`src/rtl/sd_spi_pkg.sv`:
```
`timescale 1ns/1ps
`default_nettype none
// +------------------------------------------------------------------+
// | Module      : sd_spi_pkg                                         |
// | Description : Shared types and constants for the SD-card SPI     |
// |               responder (idle byte, bit counter width, states).  |
// | Revision    : 1.0 - initial release                              |
// +------------------------------------------------------------------+
package sd_spi_pkg;

  localparam logic [7:0] IDLE_BYTE_DEFAULT = 8'hFF;
  localparam int         BIT_CNT_W         = 3;
  localparam logic [BIT_CNT_W-1:0] BIT_CNT_LAST = 3'd7;

  typedef enum logic [0:0] {
    IDLE   = 1'b0,
    ACTIVE = 1'b1
  } state_e;

  // MSB-first shift: drop bit 7, append the new bit at bit 0.
  function automatic logic [7:0] shl_in(input logic [7:0] v, input logic b);
    return {v[6:0], b};
  endfunction

endpackage
`default_nettype wire

```
`src/rtl/sync_edge.sv`:
```
`timescale 1ns/1ps
`default_nettype none
// +------------------------------------------------------------------+
// | Module      : sync_edge                                          |
// | Description : N-stage synchronizer for an asynchronous level,    |
// |               with single-cycle rise/fall pulses derived from    |
// |               the synchronized value.                            |
// | Revision    : 1.0 - initial release                              |
// +------------------------------------------------------------------+
module sync_edge #(
  parameter int   STAGES    = 2,
  parameter logic RESET_VAL = 1'b0
) (
  input  logic clk,
  input  logic rst_n,
  input  logic d_i,
  output logic rise_o,
  output logic fall_o
);

  logic [STAGES-1:0] sync_q;
  logic              prev_q;
  logic              lvl;

  assign lvl = sync_q[STAGES-1];

  // Shift the raw input through the chain; remember last synchronized level.
  always_ff @(posedge clk or negedge rst_n) begin
    if (!rst_n) begin
      sync_q <= {STAGES{RESET_VAL}};
      prev_q <= RESET_VAL;
    end else begin
      sync_q <= (sync_q << 1) | STAGES'(d_i);
      prev_q <= lvl;
    end
  end

  assign rise_o = lvl & ~prev_q;
  assign fall_o = ~lvl & prev_q;

endmodule
`default_nettype wire

```
`src/rtl/sd_spi_responder.sv`:
```
`timescale 1ns/1ps
`default_nettype none
// +------------------------------------------------------------------+
// | Module      : sd_spi_responder                                   |
// | Description : SPI mode-0 byte responder for an SD-card style     |
// |               bus, oversampled on clkin_50. One-entry TX buffer, |
// |               valid/ready RX byte output.                        |
// | Options     : define SD_SPI_RESP_OVR_EN to build the sticky RX   |
// |               overrun flag (otherwise overrun is tied 0).        |
// | Revision    : 1.0 - initial release                              |
// +------------------------------------------------------------------+
module sd_spi_responder
  import sd_spi_pkg::*;
#(
  parameter int         SYNC_STAGES = 2,
  parameter logic [7:0] IDLE_BYTE   = IDLE_BYTE_DEFAULT
) (
  input  logic       clkin_50,
  input  logic       rst_n,
  input  logic       sd_clk,
  input  logic       sd_cmd,
  input  logic       sd_dat3,
  output logic       sd_dat0,
  output logic       sd_dat0_oe,
  input  logic [7:0] tx_data,
  input  logic       tx_valid,
  output logic       tx_ready,
  output logic [7:0] rx_data,
  output logic       rx_valid,
  input  logic       rx_ready,
  output logic       overrun,
  input  logic       ovr_clr
);

  // ---------------------------------------------------------------
  // Input synchronization
  // ---------------------------------------------------------------
  logic sclk_rise, sclk_fall, cs_rise, cs_fall;
  logic [SYNC_STAGES-1:0] cmd_sync_q;
  logic cmd_s;

  sync_edge #(.STAGES(SYNC_STAGES), .RESET_VAL(1'b0)) u_sync_sclk (
    .clk(clkin_50), .rst_n(rst_n), .d_i(sd_clk),
    .rise_o(sclk_rise), .fall_o(sclk_fall)
  );

  sync_edge #(.STAGES(SYNC_STAGES), .RESET_VAL(1'b1)) u_sync_cs (
    .clk(clkin_50), .rst_n(rst_n), .d_i(sd_dat3),
    .rise_o(cs_rise), .fall_o(cs_fall)
  );

  // MOSI only needs its level; it is stable around every sampled SCLK rise.
  always_ff @(posedge clkin_50 or negedge rst_n) begin
    if (!rst_n) cmd_sync_q <= {SYNC_STAGES{1'b1}};
    else        cmd_sync_q <= (cmd_sync_q << 1) | SYNC_STAGES'(sd_cmd);
  end
  assign cmd_s = cmd_sync_q[SYNC_STAGES-1];

  // ---------------------------------------------------------------
  // State
  // ---------------------------------------------------------------
  state_e               state_q;
  logic [BIT_CNT_W-1:0] bit_cnt_q;
  logic [7:0]           tx_shift_q, rx_shift_q;
  logic                 oe_q;
  logic [7:0]           txbuf_q;
  logic                 txbuf_full_q;
  logic [7:0]           rx_data_q;
  logic                 rx_valid_q;

  // Per-cycle events
  logic       frame_start, frame_end, bit_rise, bit_fall;
  logic       tx_reload, byte_done, tx_wr, rx_take;
  logic [7:0] reload_byte, rx_byte;

  // Decode synchronized SPI events; a CS rise pre-empts any same-cycle SCLK edge.
  always_comb begin
    frame_start = (state_q == IDLE) && cs_fall;
    frame_end   = (state_q == ACTIVE) && cs_rise;
    bit_rise    = (state_q == ACTIVE) && !cs_rise && sclk_rise;
    bit_fall    = (state_q == ACTIVE) && !cs_rise && sclk_fall;
    tx_reload   = frame_start || (bit_fall && (bit_cnt_q == '0));
    reload_byte = txbuf_full_q ? txbuf_q : IDLE_BYTE;
    rx_byte     = shl_in(rx_shift_q, cmd_s);
    byte_done   = bit_rise && (bit_cnt_q == BIT_CNT_LAST);
    tx_wr       = tx_valid && !txbuf_full_q;
    rx_take     = rx_valid_q && rx_ready;
  end

  // Frame FSM with bit counter and both shift registers.
  always_ff @(posedge clkin_50 or negedge rst_n) begin
    if (!rst_n) begin
      state_q    <= IDLE;
      oe_q       <= 1'b0;
      bit_cnt_q  <= '0;
      tx_shift_q <= IDLE_BYTE;
      rx_shift_q <= '0;
    end else begin
      case (state_q)
        IDLE: begin
          if (frame_start) begin
            state_q   <= ACTIVE;
            oe_q      <= 1'b1;
            bit_cnt_q <= '0;
          end
        end
        ACTIVE: begin
          if (frame_end) begin
            // Partial RX bits are abandoned; the next byte starts fresh.
            state_q    <= IDLE;
            oe_q       <= 1'b0;
            bit_cnt_q  <= '0;
            rx_shift_q <= '0;
          end else if (bit_rise) begin
            rx_shift_q <= rx_byte;
            bit_cnt_q  <= bit_cnt_q + BIT_CNT_W'(1);
          end else if (bit_fall && (bit_cnt_q != '0)) begin
            tx_shift_q <= shl_in(tx_shift_q, 1'b1);
          end
        end
        default: state_q <= IDLE;
      endcase
      if (tx_reload) tx_shift_q <= reload_byte;
    end
  end

  // One-entry TX buffer; a reload samples the buffer before a same-cycle write.
  always_ff @(posedge clkin_50 or negedge rst_n) begin
    if (!rst_n) begin
      txbuf_q      <= '0;
      txbuf_full_q <= 1'b0;
    end else if (tx_wr) begin
      txbuf_q      <= tx_data;
      txbuf_full_q <= 1'b1;
    end else if (tx_reload && txbuf_full_q) begin
      txbuf_full_q <= 1'b0;
    end
  end

  // RX holding register; a freshly completed byte always wins over a dequeue.
  always_ff @(posedge clkin_50 or negedge rst_n) begin
    if (!rst_n) begin
      rx_data_q  <= '0;
      rx_valid_q <= 1'b0;
    end else if (byte_done) begin
      rx_data_q  <= rx_byte;
      rx_valid_q <= 1'b1;
    end else if (rx_take) begin
      rx_valid_q <= 1'b0;
    end
  end

`ifdef SD_SPI_RESP_OVR_EN
  logic overrun_q;

  // Sticky overrun: set when a byte lands on an un-taken one; set beats clear.
  always_ff @(posedge clkin_50 or negedge rst_n) begin
    if (!rst_n)                                      overrun_q <= 1'b0;
    else if (byte_done && rx_valid_q && !rx_ready)   overrun_q <= 1'b1;
    else if (ovr_clr)                                overrun_q <= 1'b0;
  end
  assign overrun = overrun_q;
`else
  logic ovr_clr_unused;
  assign ovr_clr_unused = ovr_clr;
  assign overrun        = 1'b0;
`endif

  assign sd_dat0    = tx_shift_q[7];
  assign sd_dat0_oe = oe_q;
  assign tx_ready   = !txbuf_full_q;
  assign rx_data    = rx_data_q;
  assign rx_valid   = rx_valid_q;

endmodule
`default_nettype wire

```
`config.mk`:
```
export PLATFORM = sky130hd
export DESIGN_NAME = sd_spi_responder
export DESIGN_NICKNAME = d
export VERILOG_FILES = /design/src/rtl/sd_spi_pkg.sv /design/src/rtl/sync_edge.sv /design/src/rtl/sd_spi_responder.sv
export SDC_FILE = /design/constraint.sdc
export NUM_CORES = 1
export LEC_CHECK = 0
export CAP_MARGIN = 0
export CORE_UTILIZATION = 55
export CTS_BUF_LIST = sky130_fd_sc_hd__clkbuf_8
export DETAILED_ROUTE_END_ITERATION = 7
export PLACE_DENSITY_LB_ADDON = 0.3
export SLEW_MARGIN = 20
export SYNTH_ARGS = -nofsm -noshare
export SYNTH_HDL_FRONTEND = slang
export SYNTH_SLANG_ARGS = --single-unit
```
`constraint.sdc`:
```
create_clock -name clkin_50 -period 2 [get_ports clkin_50]
set_input_delay 0.4 -clock clkin_50 [delete_from_list [all_inputs] [get_ports clkin_50]]
set_output_delay 0.4 -clock clkin_50 [all_outputs]
set_load 0.05 [all_outputs]
```
==> impl_metrics.py <==
metrics = {
    "yosys": {
        "ys_warn_count": 0,
        "synthTopCellsByArea": "dfrtp_1, dfstp_2, mux2_4",
        "yosysSeqAreaShare_pct": 60.7,
        "syn_inst": 140,
        "synth_nets": 159,
        "syn_area_per_cell_um2": 13.7,
        "synth_seq_cells": 46,
        "yosysUniqueCellTypes": 29,
        "synth_area_mm2": 0.00192,
        "synth_area_leader_cell": "dfrtp_1",
        "netlist.area_leader.share_pct": 43.0,
    },
    "grt": {
        "grt_pass1_wl_um": 5000,
        "grt_pass1_vias": 1116,
        "track_usage_pct": 19.4,
        "grt_max_degree": 25,
        "antenna_found_initial": 0,
        "grt.overflow.total": 0,
    },
    "power_and_ir_drop": {
        "ir_worst_vdd_mv": 0.572,
        "leakage_uw": 0.00110,
        "power_density_mw_per_mm2": 1050,
    },
    "drt": {
        "dr.pass1.iters": 4,
        "routed_wl_um": 3130,
        "drt_iter0_markers": 30,
        "avgRoutedWirePerCell_um": 14.3,
        "drtAntennaViolNets": 0,
        "drc": 0,
        "via_per_inst": 5.38,
        "vias": 1173,
    },
    "critical_path": {
        "worst_setup_path_end_kind": "primary output",
        "crit_path_max_fanout": 3,
        "worst-path-stages": 1,
        "required_ns": 1.60,
        "worstPathCellList": "clkdlybuf4s50_1",
        "max_stage_delay_ns": 0.81,
        "worst-path-buf-inv": 1,
        "startpoint_type": "flip-flop",
        "cpLargestDelayFamily": "buffers and inverters",
        "crit_type": "flip-flop to primary output",
        "reg2regPathDepth": 6,
        "crit_arrival_ns": 1.50,
        "crit_slowest_cell": "clkdlybuf4s50_1",
    },
    "final_layout": {
        "fillers": 252,
        "post-route-util_pct": 69.9,
        "layout.nets": 190,
        "instances_no_fill": 218,
        "syn2layout_area_growth_pct": 21.3,
        "regArea_mm2": 0.00117,
        "multi_input_area_um2": 701,
        "n_antenna_cell": 0,
        "drive_above_1_share_pct": 29.1,
    },
    "cts": {
        "post_cts_resized": 0,
        "clock_latency_ns": 0.30,
        "cts_num_sinks": 46,
        "cts_root_buf": "clkbuf_8",
        "cts_buffers": 5,
        "clockBufferDepth": 2,
        "tritoncts": "done",
        "path_clk_slew_ns": 0.08,
        "holdBufCountCts": 0,
        "cts_max_level": 2,
        "post_cts_buffers": 0,
    },
    "placement": {
        "place_ws_ns": 0.0508,
        "placed_cells": 210,
        "routabilityCongestion": 0.767,
        "portBuffers": 26,
        "post-dp-hpwl_um": 2280,
    },
    "floorplan": {
        "fp.dieH_um": 61.1,
        "num_rows": 21,
        "coreArea_mm2": 0.00334,
        "die_area_mm2": 0.00373,
        "dieWidth_um": 61.1,
        "io_pins": 29,
        "initial_core_util_pct": 57.6,
    },
    "outcome": {
        "outcome": "finished clean",
    },
    "sta": {
        "rsz0062_at_grt": "no",
        "finalCritPeriodShare_pct": 95.1,
        "tns_ns": 0,
        "fin_skew_ns": 0.00450,
        "fin_ws_ns": 0.0979,
        "post-route-min-period_ns": 1.90,
        "setup_viol": 0,
        "hold-worst-slack_ns": 0.0619,
        "timing.final.max_slew_violations": 0,
        "worst_pin_slew_ns": 0.610,
        "finalHoldViolations": 0,
        "max_slew_margin_pct": 59.4,
        "fmax_mhz": 526,
    },
    "hold_path": {
        "holdCritPathClass": "input pin to asynchronous set/reset pin",
    },
    "job": {
        "cap_violations": 0,
    },
}
[cell families after synthesis]
logic type	after synthesis	synth area share, %
buffers and inverters	13	3.19
AND/OR/NAND/NOR	26	8.72
other	1	0.195
adder cells (fa/ha/maj)	3	1.95
flip-flops	46	60.7
AO/OA/AOI/OAI	26	9.57
multiplexers	25	15.6
[state kept, by name, summed over array words and instances, names as in the netlist]
signal and count:
state_q 1, rx_data 8, txbuf_q 8, u_sync_sclk.prev_q 1
bit_cnt_q 3, txbuf_full_q 1, sd_dat0_oe 1, u_sync_cs.sync_q 2
rx_shift_q 7, rx_valid 1, u_sync_cs.prev_q 1, u_sync_sclk.sync_q 2
tx_shift_q 8, cmd_sync_q 2
[final timing paths]
path / from / to / slack, ns
setup / recovery: sd_dat0_oe / sd_dat0_oe / 0.1
hold / removal: rst_n / txbuf_q[4] / 0.06
setup reg to reg: bit_cnt_q[0] / tx_shift_q[5] / 0.26
hold reg to reg: u_sync_sclk.sync_q[0] / u_sync_sclk.sync_q[1] / 0.36
max in group asynchronous: rst_n / cmd_sync_q[0] / 1.36
min in group clkin_50: u_sync_sclk.sync_q[0] / u_sync_sclk.sync_q[1] / 0.36
[cell usage after synthesis]
cell       n
inv_1      7
inv_2      1
a31oi_4    1
a21o_1     2
o21ai_0    9
nor3b_2    1
mux2i_1    9
a22o_1     7
and4bb_2   1
mux2_4     8
nand2_4    1
dfrtp_1   33
ha_1       3
clkbuf_1   1
and2b_1    1
nor2b_1    1
nor2_1     3
nand2_1    8
conb_1     1
mux2_2     8
a41oi_1    1
nand2b_1   8
buf_2      1
dfstp_2   13
nor3_1     1
o21a_1     1
buf_4      3
nor4_4     1
a21oi_1    5
[routing by layer]
layer	GRT usage, %	part of all wire [%]
met1	22.6	43
met2	32.3	50
met3	6.93	4.5
met4	8.77	1.9
met5	0	0
[placed cells by master (no fill, tap or decap), drive strengths merged]
cell type | synthesis | layout
dfrtp | 33 | 33
clkdlybuf4s50 | 0 | 23
mux2 | 16 | 16
dfstp | 13 | 13
mux2i | 9 | 9
o21ai | 9 | 9
nand2 | 9 | 9
nand2b | 8 | 8
inv | 8 | 8
a22o | 7 | 7
buf | 4 | 6
a21oi | 5 | 5
clkbuf | 1 | 5
nor2 | 3 | 3
ha | 3 | 3
a21o | 2 | 2
clkinv | 0 | 2
and2b | 1 | 1
nor2b | 1 | 1
nor4 | 1 | 1
nor3b | 1 | 1
a41oi | 1 | 1
and4bb | 1 | 1
a31oi | 1 | 1
nor3 | 1 | 1
o21a | 1 | 1
conb | 1 | 1
clkinvlp | 0 | 1
[report_power, final]
part | switching, uW | internal, uW
clock | 310 | 245
combinational | 288 | 278
sequential | 142 | 1180
total | 740 | 1710
[through the flow]
stage | instance area [um^2] | total power [uW]
2_1_floorplan | 1920 | 1720
3_3_place_gp | 2230 | 1860
3_5_place_dp | 2230 | 1920
4_1_cts | 2320 | 2470
5_1_grt | 2330 | 2590
6_report | 2330 | 2450
[area by class of cell]
class / count / area share (%)
flip-flops and latches: 46 / 50.1
multi-input cells: 81 / 30.1
repair buffers: 29 / 12.2
clock buffers: 5 / 2.95
well taps: 46 / 2.47
inverters: 8 / 1.29
clock inverters: 3 / 0.913
(Power assumes the default switching activity.)
